## config.mk

```make
export PLATFORM = sky130hd
export DESIGN_NAME = compreng_collector
export DESIGN_NICKNAME = d
export VERILOG_FILES = /design/src/rtl/compreng_collector.sv
export SDC_FILE = /design/constraint.sdc
export NUM_CORES = 1
export LEC_CHECK = 0
export ABC_AREA = 0
export CAP_MARGIN = 25
export CORE_AREA = 4 4 177 179
export CTS_BUF_LIST = sky130_fd_sc_hd__clkbuf_4
export DETAILED_ROUTE_END_ITERATION = 16
export DIE_AREA = 0 0 181 183
export PLACE_DENSITY_LB_ADDON = 0.25
export SLEW_MARGIN = 40
export SYNTH_ARGS = -nofsm -noshare
export SYNTH_HDL_FRONTEND = slang
export SYNTH_SLANG_ARGS = --single-unit
```

## constraint.sdc

```tcl
create_clock -name clk -period 2.6 [get_ports clk]
set_input_delay 0.65 -clock clk [delete_from_list [all_inputs] [get_ports clk]]
set_output_delay 0.65 -clock clk [all_outputs]
set_load 0.02 [all_outputs]
```

## src/rtl/compreng_collector.sv

```systemverilog
// Result collector for the compare engine: tracks issued searches through a fixed-latency
// delay line, captures tagged results into a small FIFO, and meters issue credit.
module compreng_collector #(
  parameter int SEGWID = 10,
  parameter int IDWID  = 8,
  parameter int TAGWID = 4,
  parameter int LAT    = 5,
  parameter int FAWID  = 3
) (
  input  logic              clk,
  input  logic              rst,
  input  logic              i_Issue_Valid,
  input  logic [TAGWID-1:0] i_Issue_Tag,
  output logic              o_Issue_Ready,
  input  logic [SEGWID-1:0] i_Compare_Result,
  output logic              o_Result_Valid,
  input  logic              i_Result_Ready,
  output logic [TAGWID-1:0] o_Result_Tag,
  output logic              o_Result_Hit,
  output logic              o_Result_Multi,
  output logic [IDWID-1:0]  o_Result_ID,
  input  logic              i_Clear_Stats,
  output logic [15:0]       o_Hit_Count,
  output logic [15:0]       o_Miss_Count,
  output logic              o_Overflow
);

  localparam int DEPTH = 1 << FAWID;
  localparam int EW    = TAGWID + SEGWID;
  localparam logic [FAWID:0] FULL = (FAWID+1)'(DEPTH);
  localparam logic [FAWID:0] ONE  = (FAWID+1)'(1);

  logic [LAT-1:0]    dl_vld;
  logic [TAGWID-1:0] dl_tag [LAT];
  logic [EW-1:0]     mem [DEPTH];
  logic [EW-1:0]     head;
  logic [FAWID-1:0]  wr_ptr, rd_ptr;
  logic [FAWID:0]    occ, outst;
  logic              accept, capture, pop;

  assign o_Issue_Ready  = (outst < FULL);
  assign o_Result_Valid = (occ != '0);
  assign accept         = i_Issue_Valid & o_Issue_Ready;
  assign capture        = dl_vld[LAT-1];
  assign pop            = o_Result_Valid & i_Result_Ready;

  assign head           = mem[rd_ptr];
  assign o_Result_Tag   = head[SEGWID +: TAGWID];
  assign o_Result_Hit   = head[SEGWID-1];
  assign o_Result_Multi = head[SEGWID-2];
  assign o_Result_ID    = head[IDWID-1:0];

  // Valids carry the tracking; tags travel alongside without reset.
  always_ff @(posedge clk) begin
    if (!rst) dl_vld <= '0;
    else      dl_vld <= {dl_vld[LAT-2:0], accept};
  end

  always_ff @(posedge clk) begin
    dl_tag[0] <= i_Issue_Tag;
    for (int i = 1; i < LAT; i++) dl_tag[i] <= dl_tag[i-1];
  end

  always_ff @(posedge clk) begin
    if (rst && capture) mem[wr_ptr] <= {dl_tag[LAT-1], i_Compare_Result};
  end

  always_ff @(posedge clk) begin
    if (!rst) begin
      wr_ptr <= '0;
      rd_ptr <= '0;
      occ    <= '0;
    end else begin
      if (capture) wr_ptr <= wr_ptr + FAWID'(1);
      if (pop)     rd_ptr <= rd_ptr + FAWID'(1);
      case ({capture, pop})
        2'b10:   occ <= occ + ONE;
        2'b01:   occ <= occ - ONE;
        default: occ <= occ;
      endcase
    end
  end

  // Credit covers both in-flight and stored entries, so a capture always finds room.
  always_ff @(posedge clk) begin
    if (!rst) begin
      outst <= '0;
    end else begin
      case ({accept, pop})
        2'b10:   outst <= outst + ONE;
        2'b01:   outst <= outst - ONE;
        default: outst <= outst;
      endcase
    end
  end

  always_ff @(posedge clk) begin
    if (!rst)                               o_Overflow <= 1'b0;
    else if (i_Issue_Valid && !o_Issue_Ready) o_Overflow <= 1'b1;
  end

  always_ff @(posedge clk) begin
    if (!rst || i_Clear_Stats) begin
      o_Hit_Count  <= '0;
      o_Miss_Count <= '0;
    end else if (capture) begin
      if (i_Compare_Result[SEGWID-1]) begin
        if (o_Hit_Count != 16'hFFFF) o_Hit_Count <= o_Hit_Count + 16'd1;
      end else begin
        if (o_Miss_Count != 16'hFFFF) o_Miss_Count <= o_Miss_Count + 16'd1;
      end
    end
  end

endmodule

```

Word level (Yosys, flattened, before mapping)
Memories as Yosys holds them, arrays and structs flattened. A register that Yosys moved wholly into a read port is not among the register bits.
Index checks and enable logic that the tools add are counted.
{ "classes": {"magnitude_cmp": 1, "mux": 6, "n_addsub": 8, "reduce_logical": 10, "bitwise_logic": 3, "n_eq_ne": 6} }
{ "op_table": {"columns": ["operator", "count"], "rows": [
  ["adder 16 x 1 -> 16 bit, second input constant", 2],
  ["inequality test 16 bit, second input constant", 2],
  ["one-hot mux 4 bit (2 select lines)", 2],
  ["adder 4 x 1 -> 4 bit, second input constant", 2],
  ["subtractor 4 x 1 -> 4 bit, second input constant", 2],
  ["adder 3 x 1 -> 3 bit, second input constant", 2],
  ["two-way mux 3 bit", 2],
  ["AND reduction 3 bit", 2],
  ["equality test 2 x 1 -> 1 bit, second input constant", 2],
  ["equality test 2 bit, second input constant", 2],
  ["less-than comparator 4 bit, second input constant", 1],
  ["nonzero test 2 bit", 2],
  ["nonzero test 4 bit", 1],
  ["bitwise AND 1 bit", 2],
  ["logical AND 1 bit", 2],
  ["logical NOT 1 bit", 2],
  ["two-way mux 1 bit", 2],
  ["logical OR 1 bit", 1],
  ["inverter 1 bit", 1]
]} }
{ "word_totals": {"mem_bits_rw": 132, "input_bits": 19, "mem_count": 2, "word_cells": 44, "reg_bits": 52} }
{ "mem_list": {"columns": ["memory", "depth", "width", "rd", "rd_ports_with_merged_regs", "wr", "line_no", "source"], "rows": [
  ["mem", 8, 14, 1, 1, 1, "35", "logic [EW-1:0] mem [DEPTH];"],
  ["dl_tag", 5, 4, 5, 0, 5, "34", "logic [TAGWID-1:0] dl_tag [LAT];"]
]} }

Depth between registers and ports, before layout
Gate-level depths: netlist (run 1).
{ "depth": {"ltp_word": 4, "mapped_depth": 10} }

Worst setup path before layout (run 1)
OpenSTA, ideal clock, no wires.
{ "synth_path": {"kind": "register to register", "start": "reg occ[1]", "end": "reg occ[2]", "slack_ns": 0.119, "required_ns": 2.526, "n_path_buf": 1, "period_less_slack_ns": 2.481, "t_arrival_ns": 2.407, "setup_ns": 0.074, "path_stages_with_launch": 11, "cell_sequence": "dfxtp_1 > buf_4 > o41ai_4 > inv_2 > ha_1 > xor2_1 > ha_1 > a31oi_1 > xor2_1 > or4b_2 > o21ai_0"} }
{ "synth_between": {"elab_chain_cells": 4, "elab_cells_between_ends": 8, "classes_between": "add/sub (2); eq/ne (2); mux (1); bitwise (1); reduce/logical (2)"} }
{ "synth_rtl": {"columns": ["item", "line_no", "source"], "rows": [
  ["from (decl)", "38", "logic [FAWID:0] occ, outst;"],
  ["from (signal assigned)", "77", "2'b10: occ <= occ + ONE;"],
  ["from (signal assigned)", "78", "2'b01: occ <= occ - ONE;"],
  ["nonzero test 4 bit (*)", "42", "assign o_Result_Valid = (occ != '0);"],
  ["bitwise AND 1 bit (*)", "45", "assign pop = o_Result_Valid & i_Result_Ready;"],
  ["via pop", "39", "logic accept, capture, pop;"],
  ["equality test 2 x 1 -> 1 bit / equality test 2 bit (equally long branches)", "76", "case ({capture, pop})"],
  ["one-hot mux 4 bit (2 select lines) / nonzero test 2 bit (equally long branches)", null, null]
]} }
The timed path passes the listed nets; every way through them passes the cells marked *.
A chain may end at the register's enable or synchronous reset.

==> results of run 1 <==
## metal layers
layer  vias up  share of wire  routed length, um
met1      2158           0.48               7290
met3         7          0.032                490
li1       2059              -                  -
met4         0         0.0089                136
met5         -              0                  0
met2        82           0.48               7400
## cells in the mapped netlist, types with 2 or more instances
master	number
sky130_fd_sc_hd__and2_1	16
sky130_fd_sc_hd__mux2_2	14
sky130_fd_sc_hd__nand2b_1	6
sky130_fd_sc_hd__a21oi_1	10
sky130_fd_sc_hd__a31oi_1	8
sky130_fd_sc_hd__or3_1	3
sky130_fd_sc_hd__and3_1	4
sky130_fd_sc_hd__mux2i_1	9
sky130_fd_sc_hd__a41oi_1	2
sky130_fd_sc_hd__nor3_1	10
sky130_fd_sc_hd__dfxtp_1	75
sky130_fd_sc_hd__xor2_1	8
sky130_fd_sc_hd__nor2_1	40
sky130_fd_sc_hd__edfxtp_1	112
sky130_fd_sc_hd__nand2_1	22
sky130_fd_sc_hd__xnor2_1	24
sky130_fd_sc_hd__o21ai_0	2
sky130_fd_sc_hd__nor2b_1	6
sky130_fd_sc_hd__buf_2	3
sky130_fd_sc_hd__nor3_2	2
sky130_fd_sc_hd__mux4_2	28
sky130_fd_sc_hd__and4_1	8
sky130_fd_sc_hd__a211oi_1	5
sky130_fd_sc_hd__nand4_1	7
sky130_fd_sc_hd__clkbuf_1	9
sky130_fd_sc_hd__ha_1	8
sky130_fd_sc_hd__nand3_1	13
sky130_fd_sc_hd__inv_1	5
sky130_fd_sc_hd__a21boi_0	2
sky130_fd_sc_hd__buf_4	4
## path summary, 6_finish.rpt
kind,startpoint,end,slack (ps),cells past startpoint
max,flip-flop,o_Result_Hit,-140,4
min,dl_tag[0][6],dl_tag[0][10],340,0
max reg2reg,occ[0],occ[2],180,9
min reg2reg,dl_tag[0][6],dl_tag[0][10],340,0
## sequential cells by signal (all words and copies together), names as in the netlist, named ones only
| signal | flops |
|---|---|
| occ | 4 |
| dl_tag | 20 |
| o_Miss_Count | 16 |
| dl_vld | 5 |
| o_Hit_Count | 16 |
| wr_ptr | 3 |
| outst | 4 |
| rd_ptr | 3 |
| mem | 112 |
| o_Overflow | 1 |
## repair_timing
item,4_1_cts,5_1_grt
hold endpoints to repair,0,0
cloned,0,0
hold buffers,0,0
pin swaps,0,0
endpoints found under the setup margin,15,14
resized for setup,112,0
## metrics by stage
stage / area, um^2 / util / setup slack, ps / setup TNS (ps) / total power, mW
6_report: 9240 / 0.313 / -144 / -1760 / 5.16
3_5_place_dp: 8790 / 0.297 / -266 / -800 / 3.42
3_3_place_gp: 8790 / 0.297 / -199 / -418 / 3.42
2_1_floorplan: 7350 / - / 119 / 0 / 3.33
4_1_cts: 9240 / 0.312 / -232 / -2990 / 5.24
5_1_grt: 9240 / 0.313 / -279 / -3600 / 5.38
## power groups by stage
stage / logic (mW) / registers, mW / clock network (mW)
5_1_grt: 0.194 / 3.19 / 2.00
3_3_place_gp: 0.169 / 3.25 / 0
4_1_cts: 0.181 / 3.19 / 1.88
6_report: 0.178 / 3.18 / 1.80
2_1_floorplan: 0.0868 / 3.24 / 0
3_5_place_dp: 0.175 / 3.25 / 0
## cell usage in the layout (no fill, tap or decap), types with 7 or more instances in the layout
cell                              netlist  layout
sky130_fd_sc_hd__and4_1                 8       8
sky130_fd_sc_hd__buf_4                  4      20
sky130_fd_sc_hd__nand4_1                7       7
sky130_fd_sc_hd__and2_1                16      16
sky130_fd_sc_hd__buf_12                 0       8
sky130_fd_sc_hd__a21oi_1               10      10
sky130_fd_sc_hd__xor2_1                 8       8
sky130_fd_sc_hd__mux2_4                 0      13
sky130_fd_sc_hd__mux4_2                28      28
sky130_fd_sc_hd__nor2_1                40      40
sky130_fd_sc_hd__clkbuf_4               0      17
sky130_fd_sc_hd__xnor2_1               24      24
sky130_fd_sc_hd__nand3_1               13      13
sky130_fd_sc_hd__nand2_1               22      22
sky130_fd_sc_hd__buf_6                  0      15
sky130_fd_sc_hd__inv_12                 0       7
sky130_fd_sc_hd__clkdlybuf4s50_1        0      52
sky130_fd_sc_hd__dfxtp_1               75      71
sky130_fd_sc_hd__ha_1                   8       8
sky130_fd_sc_hd__a31oi_1                8       8
sky130_fd_sc_hd__edfxtp_1             112     112
sky130_fd_sc_hd__mux2i_1                9       9
## worst reg2reg max path, delay by kind of cell, from the launching register on
kind                     cells  cell delay, ps
AO/OA/AOI/OAI                3             620
XOR/XNOR                     2             250
adder cells (fa/ha/maj)      2             400
flip-flops                   1             420
buffers and inverters        1              70
AND/OR/NAND/NOR              1             600
## kinds of logic (layout without fill, tap and decap cells)
| kind of cell | Yosys count | count (layout) | share of synthesized area |
|---|---|---|---|
| AOI/OAI and AO/OA | 39 | 39 | 0.0419 |
| xor gates and xnor gates | 32 | 32 | 0.0381 |
| adders and majority gates | 8 | 8 | 0.0136 |
| buffers and inverters | 23 | 138 | 0.0145 |
| DFF | 187 | 187 | 0.662 |
| muxes | 51 | 51 | 0.120 |
| other | 0 | 1 | 0 |
| and+or+nand+nor | 149 | 149 | 0.110 |
## final cells by class
class                   instances  area (um^2)
fillers                      2908        20300
flip-flops and latches        187         4870
multi-input cells             279         2450
repair buffers                100         1050
well taps                     390          488
clock inverters                15          223
clock buffers                  17          128
inverters                       6         22.5
diodes                          1         2.50
==> reports/results.env, run 1 <==
SYNTH_EDF_COUNT=112
CP.BUFFERS_INVERTERS=2
CTS_MADE_BUFFERS=17
CTS_SETUP_BUFFERS=0
ANTENNA_FOUND_INITIAL=1
TIMING.HOLD.WS_PS=342
FINALHOLDVIOLATIONS=0
FLOORPLAN.INITIALDENSITY=0.249
LEAKAGEPOWER_nW=2.98
TOTAL_LENGTH_OF_ROUTED_WIRES_MM=15.3
MAXCLOCKFREQUENCY_GHz=0.364
YOSYS_MOST_USED_DFF='sky130_fd_sc_hd__edfxtp_1'
MAPPEDNETLISTAREA_MM2=0.00735
CLOCKBUFFERDEPTH=2
TIMING.CRITICAL_PATH.TO_TYPE='output pin'
COMBINATIONAL_SHARE_OF_POWER=0.034
GLOBALROUTEMET2UTIL=0.156
ROUTED_VIA_DENSITY=4.33
DIE_AREA_MM2=0.0331
HOLD_CLASS='reg -> reg'
TIMING.CLOCK.SKEW_PS=37.1
TIMING.FINAL.WS_SETUP_PS=-144
BUFFER_PORTS.INSERTED=67
YOSYSTOPAREACELLSHARE=0.458
PLACEMENT_ROWS=63
NUMBER_OF_NETS_WITH_ANTENNA_VIOLATIONS_AFTER_DETAILED_ROUTING=0
FAILED_CHECKS='setup timing'
CP.ARRIVAL_PS=2090
GRT_FIRST_PASS_WIRELENGTH_MM=24.6
SYNTH_LARGEST_AREA_CELL='sky130_fd_sc_hd__edfxtp_1'
PIN_COUNT_OF_THE_BIGGEST_NET_ENTERING_GLOBAL_ROUTING=29
CHIPWIDTH_UM=181
PATH_CLK_SLEW_PS=190
CORE-AREA_MM2=0.0296
CLOCK_POWER_SHARE=0.348
SYNTHESIS.AREA_PER_INSTANCE_UM2=15.0
FLOORPLAN.IO_PINS=68
POST_ROUTE_DRC_VIOLATION_COUNT=0
LEADING_CELL_TYPES_BY_TOTAL_AREA_AFTER_SYNTHESIS='sky130_fd_sc_hd__edfxtp_1 46%, sky130_fd_sc_hd__dfxtp_1 20%, sky130_fd_sc_hd__mux4_2 8.6%, sky130_fd_sc_hd__xnor2_1 2.9%, sky130_fd_sc_hd__mux2_2 2.1%'
CP_SLOWEST_STAGE_DELAY_PS=490
GR-USAGE-MET1=0.124
TIMING.CRITICAL_PATH.FROM_TYPE='flip-flop'
GR-USAGE-MET3=0.0270
GP_CONGESTION=0.787
SLOWEST_STAGE='sky130_fd_sc_hd__mux4_2'
VDD_DROP_MAX_mV=0.367
BUSIEST_LAYER='met2'
LAYOUT_WORST_PATH_CYCLE_SHARE=1.06
PLACED_CELLS=962
DR.FIRST_ITER.DRC_COUNT=190
CRITICAL_PATH.TOP_DELAY_FAMILY='multiplexers'
POWER_SWITCHING_SHARE=0.266
VIAS=4306
CRITICAL_PATH.CELL_CHAIN='buf_8 > mux4_2 > mux2_4 > buf_6'
WORSTSKEWPAIRLATENCY_PS=580
SYNTH.YOSYS.SEQ_AREA_SHARE=0.662
ROUTE.DETAILED.WL_PER_INST_UM=15.4
MAX_CAP_VIOLATIONS=0
WORSTMARGINPINSLEW_PS=519
GRT_OVERFLOW_TOTAL=0
STATUS='complete, but fails checks'
LAYOUT.CELLS.NON_FILLER=995
FINAL_PERIOD_MINUS_WORST_SETUP_SLACK_PS=2740
DP_HPWL_MM=10.1
SYNTH_FP_NETS=516
SYN2LAYOUT_AREA_GROWTH_PCT=25.7
H-TREE-DEPTH=4
POWER.SHARE.SEQUENTIAL=0.617
DRIVE_GT1_FRAC=0.238
MAXSLEWVIOLCOUNT=0
POWER_DENSITY_mW_PER_MM2=558
TIMING.SLEW.HEADROOM=0.652
INTERNAL_POWER_mW=3.78
FIN_NETS=618
UNREPAIRED_SETUP_ENDPOINTS_AFTER_GLOBAL_ROUTING='yes'
YOSYS_WARNINGS=0
SINKS_ON_THE_CLOCK_NET=187
CLOCKROOTBUFFER='sky130_fd_sc_hd__clkbuf_4'
CHIPHEIGHT_UM=183
NET-SWITCHING-POWER_mW=1.37
WORSTPATHMAXFANOUT=6
FINALSETUPVIOLATIONS=14
FIRST_GLOBAL_VIAS=4524
CTS_TREE='built'
CRITICAL_PATH_CLASS='reg -> out'
YS_SEQ_ELEMENTS=187
DRT-PASS1-ITER-COUNT=6
YOSYS.CELL_TYPES.COUNT=54
SYNTH_ASYNC_SR_FLOP_SHARE=0
WORST_EP_REQUIRED_TIME_PS=1950
SYN_INST=489
GROUTE.USAGE.OVERALL=0.0944
Note: power is estimated with default switching activity, not from simulation.
==> inputs of run 2 (changes only) <==
CAP_MARGIN = default   (was 25)
SKIP_CTS_REPAIR_TIMING = 1   (was default)
==> run 2 against run 1 <==
The flow still finishes with violations (setup timing). Combinational power about the same. Power is essentially flat. First-iteration DRC count grew 14%. Sequential cell count is the same. Die area did not move. Worst setup slack better by 1.3 ps. Critical path depth unchanged. Critical endpoint unchanged. Largest power group unchanged.
==> reports/results.env, run 2 (same netlist as run 1, synthesis figures left out) <==
POWER_DENSITY_mW_PER_MM2=558  # about the same
FIRST_GLOBAL_VIAS=4535  # +0.24%
UNREPAIRED_SETUP_ENDPOINTS_AFTER_GLOBAL_ROUTING='yes'
TIMING.CRITICAL_PATH.TO_TYPE='output pin'
CTS_TREE='built'
PLACED_CELLS=962  # unchanged
WORSTPATHMAXFANOUT=6  # unchanged
NET-SWITCHING-POWER_mW=1.38  # +0.12%
LAYOUT_COMMONEST_CELL='sky130_fd_sc_hd__edfxtp_1'
DP_WORST_SETUP_SLACK_PS=-266  # unchanged
LEAKAGEPOWER_nW=2.99  # +0.44%
TIMING.SLEW.HEADROOM=0.652  # about the same
TIMING.HOLD.WS_PS=336  # -5.69 ps
FINALSETUPVIOLATIONS=14  # unchanged
DRT-PASS1-ITER-COUNT=6  # unchanged
CHIPHEIGHT_UM=183  # unchanged
COMBINATIONAL_SHARE_OF_POWER=0.035  # about the same
TIMING.CLOCK.SKEW_PS=37.2  # +0.191 ps
SYN2LAYOUT_AREA_GROWTH_PCT=25.8  # about the same
WORSTSKEWPAIRLATENCY_PS=580  # about the same
SINKS_ON_THE_CLOCK_NET=187  # unchanged
DESIGN_POWER_TOTAL_mW=5.16  # about the same
WORSTMARGINPINSLEW_PS=520  # +0.332 ps
FLOORPLAN.INITIALDENSITY=0.249  # unchanged
VDD_DROP_MAX_mV=0.367  # +0.21%
TOP_REGS='mem x112, dl_tag x20'
GROUTE.USAGE.OVERALL=0.0943  # about the same
MAX_CAP_VIOLATIONS=0  # unchanged
WORST_R2R_SETUP_SLACK_PS=180  # about the same
TIMING.RR.END='occ[2]'
DRIVE_GT1_FRAC=0.237  # -0.00166
LAYOUT_WORST_PATH_CYCLE_SHARE=1.06  # about the same
CLOCKBUFFERDEPTH=2  # unchanged
GP_CONGESTION=0.787  # unchanged
GRT_FIRST_PASS_WIRELENGTH_MM=24.6  # -0.19%
MAXSLEWVIOLCOUNT=0  # unchanged
CTS_MADE_BUFFERS=17  # unchanged
HOLD_CLASS='reg -> reg'
NUMBER_OF_NETS_WITH_ANTENNA_VIOLATIONS_AFTER_DETAILED_ROUTING=0  # unchanged
DIE_AREA_MM2=0.0331  # unchanged
ROUTED_VIA_DENSITY=4.34  # +0.26%
MOST-COMMON-LAYOUT-CELLS='112 x sky130_fd_sc_hd__edfxtp_1, 71 x sky130_fd_sc_hd__dfxtp_1, 52 x sky130_fd_sc_hd__clkdlybuf4s50_1'
STATUS='complete, but fails checks'
TOTAL_LENGTH_OF_ROUTED_WIRES_MM=15.4  # +0.22%
TIMING.CRITICAL_PATH.FROM_TYPE='flip-flop'
CRITICAL_PATH_CLASS='reg -> out'
REGMOSTFLOPS='mem'
CHIPWIDTH_UM=181  # unchanged
CLOCK_POWER_SHARE=0.348  # about the same
POST_ROUTE_DRC_VIOLATION_COUNT=0  # unchanged
POWER_SWITCHING_SHARE=0.267  # about the same
H-TREE-DEPTH=4  # unchanged
VIAS=4317  # +0.26%
WORST_EP_REQUIRED_TIME_PS=1950  # about the same
DP_HPWL_MM=10.1  # unchanged
FIN_NETS=618  # unchanged
HOLDPATHEND='dl_tag[0][10]'
TIMING.REG2REG.WORST_PATH_DEPTH=9  # unchanged
ROUTE.DETAILED.WL_PER_INST_UM=15.4  # +0.22%
DR.FIRST_ITER.DRC_COUNT=216  # +14%
HOLD_DEPTH=0  # unchanged
BUFFER_PORTS.INSERTED=67  # unchanged
FLOORPLAN.IO_PINS=68  # unchanged
FINAL_PERIOD_MINUS_WORST_SETUP_SLACK_PS=2740  # -1.35 ps
ANTENNA_FOUND_INITIAL=1  # unchanged
LARGEST_REG_FLOPS=112  # unchanged
REGTOREGSTARTPOINT='occ[0]'
CP.ARRIVAL_PS=2090  # about the same
LAYOUT.CELLS.NON_FILLER=995  # unchanged
MIN-DELAY-START='dl_tag[0][6]'
PATH_CLK_SLEW_PS=190  # about the same
POWER.SHARE.SEQUENTIAL=0.617  # about the same
FAILED_CHECKS='setup timing'
MAXCLOCKFREQUENCY_GHz=0.365  # about the same
GRT_OVERFLOW_TOTAL=0  # unchanged
TIMING.FINAL.WS_SETUP_PS=-143  # +1.35 ps
PLACEMENT_ROWS=63  # unchanged
FINALHOLDVIOLATIONS=0  # unchanged
CORE-AREA_MM2=0.0296  # unchanged
CLOCKROOTBUFFER='sky130_fd_sc_hd__clkbuf_4'
PIN_COUNT_OF_THE_BIGGEST_NET_ENTERING_GLOBAL_ROUTING=29  # unchanged
INTERNAL_POWER_mW=3.78  # about the same
[run 2: cell types whose count changed in the layout (fill, tap and decap cells not counted)]
cell	before	now
sky130_fd_sc_hd__buf_2	2	0
sky130_fd_sc_hd__clkbuf_2	0	1
sky130_fd_sc_hd__dlymetal6s2s_1	0	1
sky130_fd_sc_hd__mux2_2	1	2
sky130_fd_sc_hd__mux2_4	13	12
[run 2: routing by layer]
layer,up-vias,GRT usage,share of wire
li1,2059,-,-
met1,2165,0.124,0.47
met2,86,0.156,0.49
met3,7,0.0272,0.033
met4,0,0.0228,0.0087
met5,-,0,0
[run 2: power by group through the flow]
stage	logic (mW)	registers, mW	clock network (mW)
after floorplan	0.0868	3.24	0
after global placement	0.169	3.25	0
after detailed placement	0.175	3.25	0
after CTS	0.176	3.19	1.88
after global routing	0.194	3.19	2.00
final	0.178	3.18	1.80
[run 2: worst max-delay path by stage]
stage	end	cells past startpoint	slack [ps]
after detailed placement	occ[2]	10	-270
after global routing	o_Result_Hit	4	-280
after CTS	o_Result_Tag[0]	4	-710
final	o_Result_Hit	4	-140
after global placement	occ[2]	10	-200
after floorplan	occ[2]	10	120
[run 2: per-stage QoR]
step,TNS (ps),util,cell area [um^2]
after global placement,-418,0.297,8790
after CTS,-9730,0.309,9140
after floorplan,0,-,7350
final,-1780,0.313,9240
after detailed placement,-800,0.297,8790
after global routing,-3590,0.313,9240
[run 2: layout make-up]
cell class              count  area, um^2
fillers                  2910       20300
inverters                   6        22.5
multi-input cells         279        2440
clock inverters            15         223
clock buffers              17         128
flip-flops and latches    187        4870
diodes                      1        2.50
well taps                 390         488
repair buffers            100        1060
[run 2: critical path, cell delays in order, from the launching register on]
cell	delay, ps
sky130_fd_sc_hd__dfxtp_4	460
sky130_fd_sc_hd__buf_8	160
sky130_fd_sc_hd__mux4_2	490
sky130_fd_sc_hd__mux2_4	300
sky130_fd_sc_hd__buf_6	140
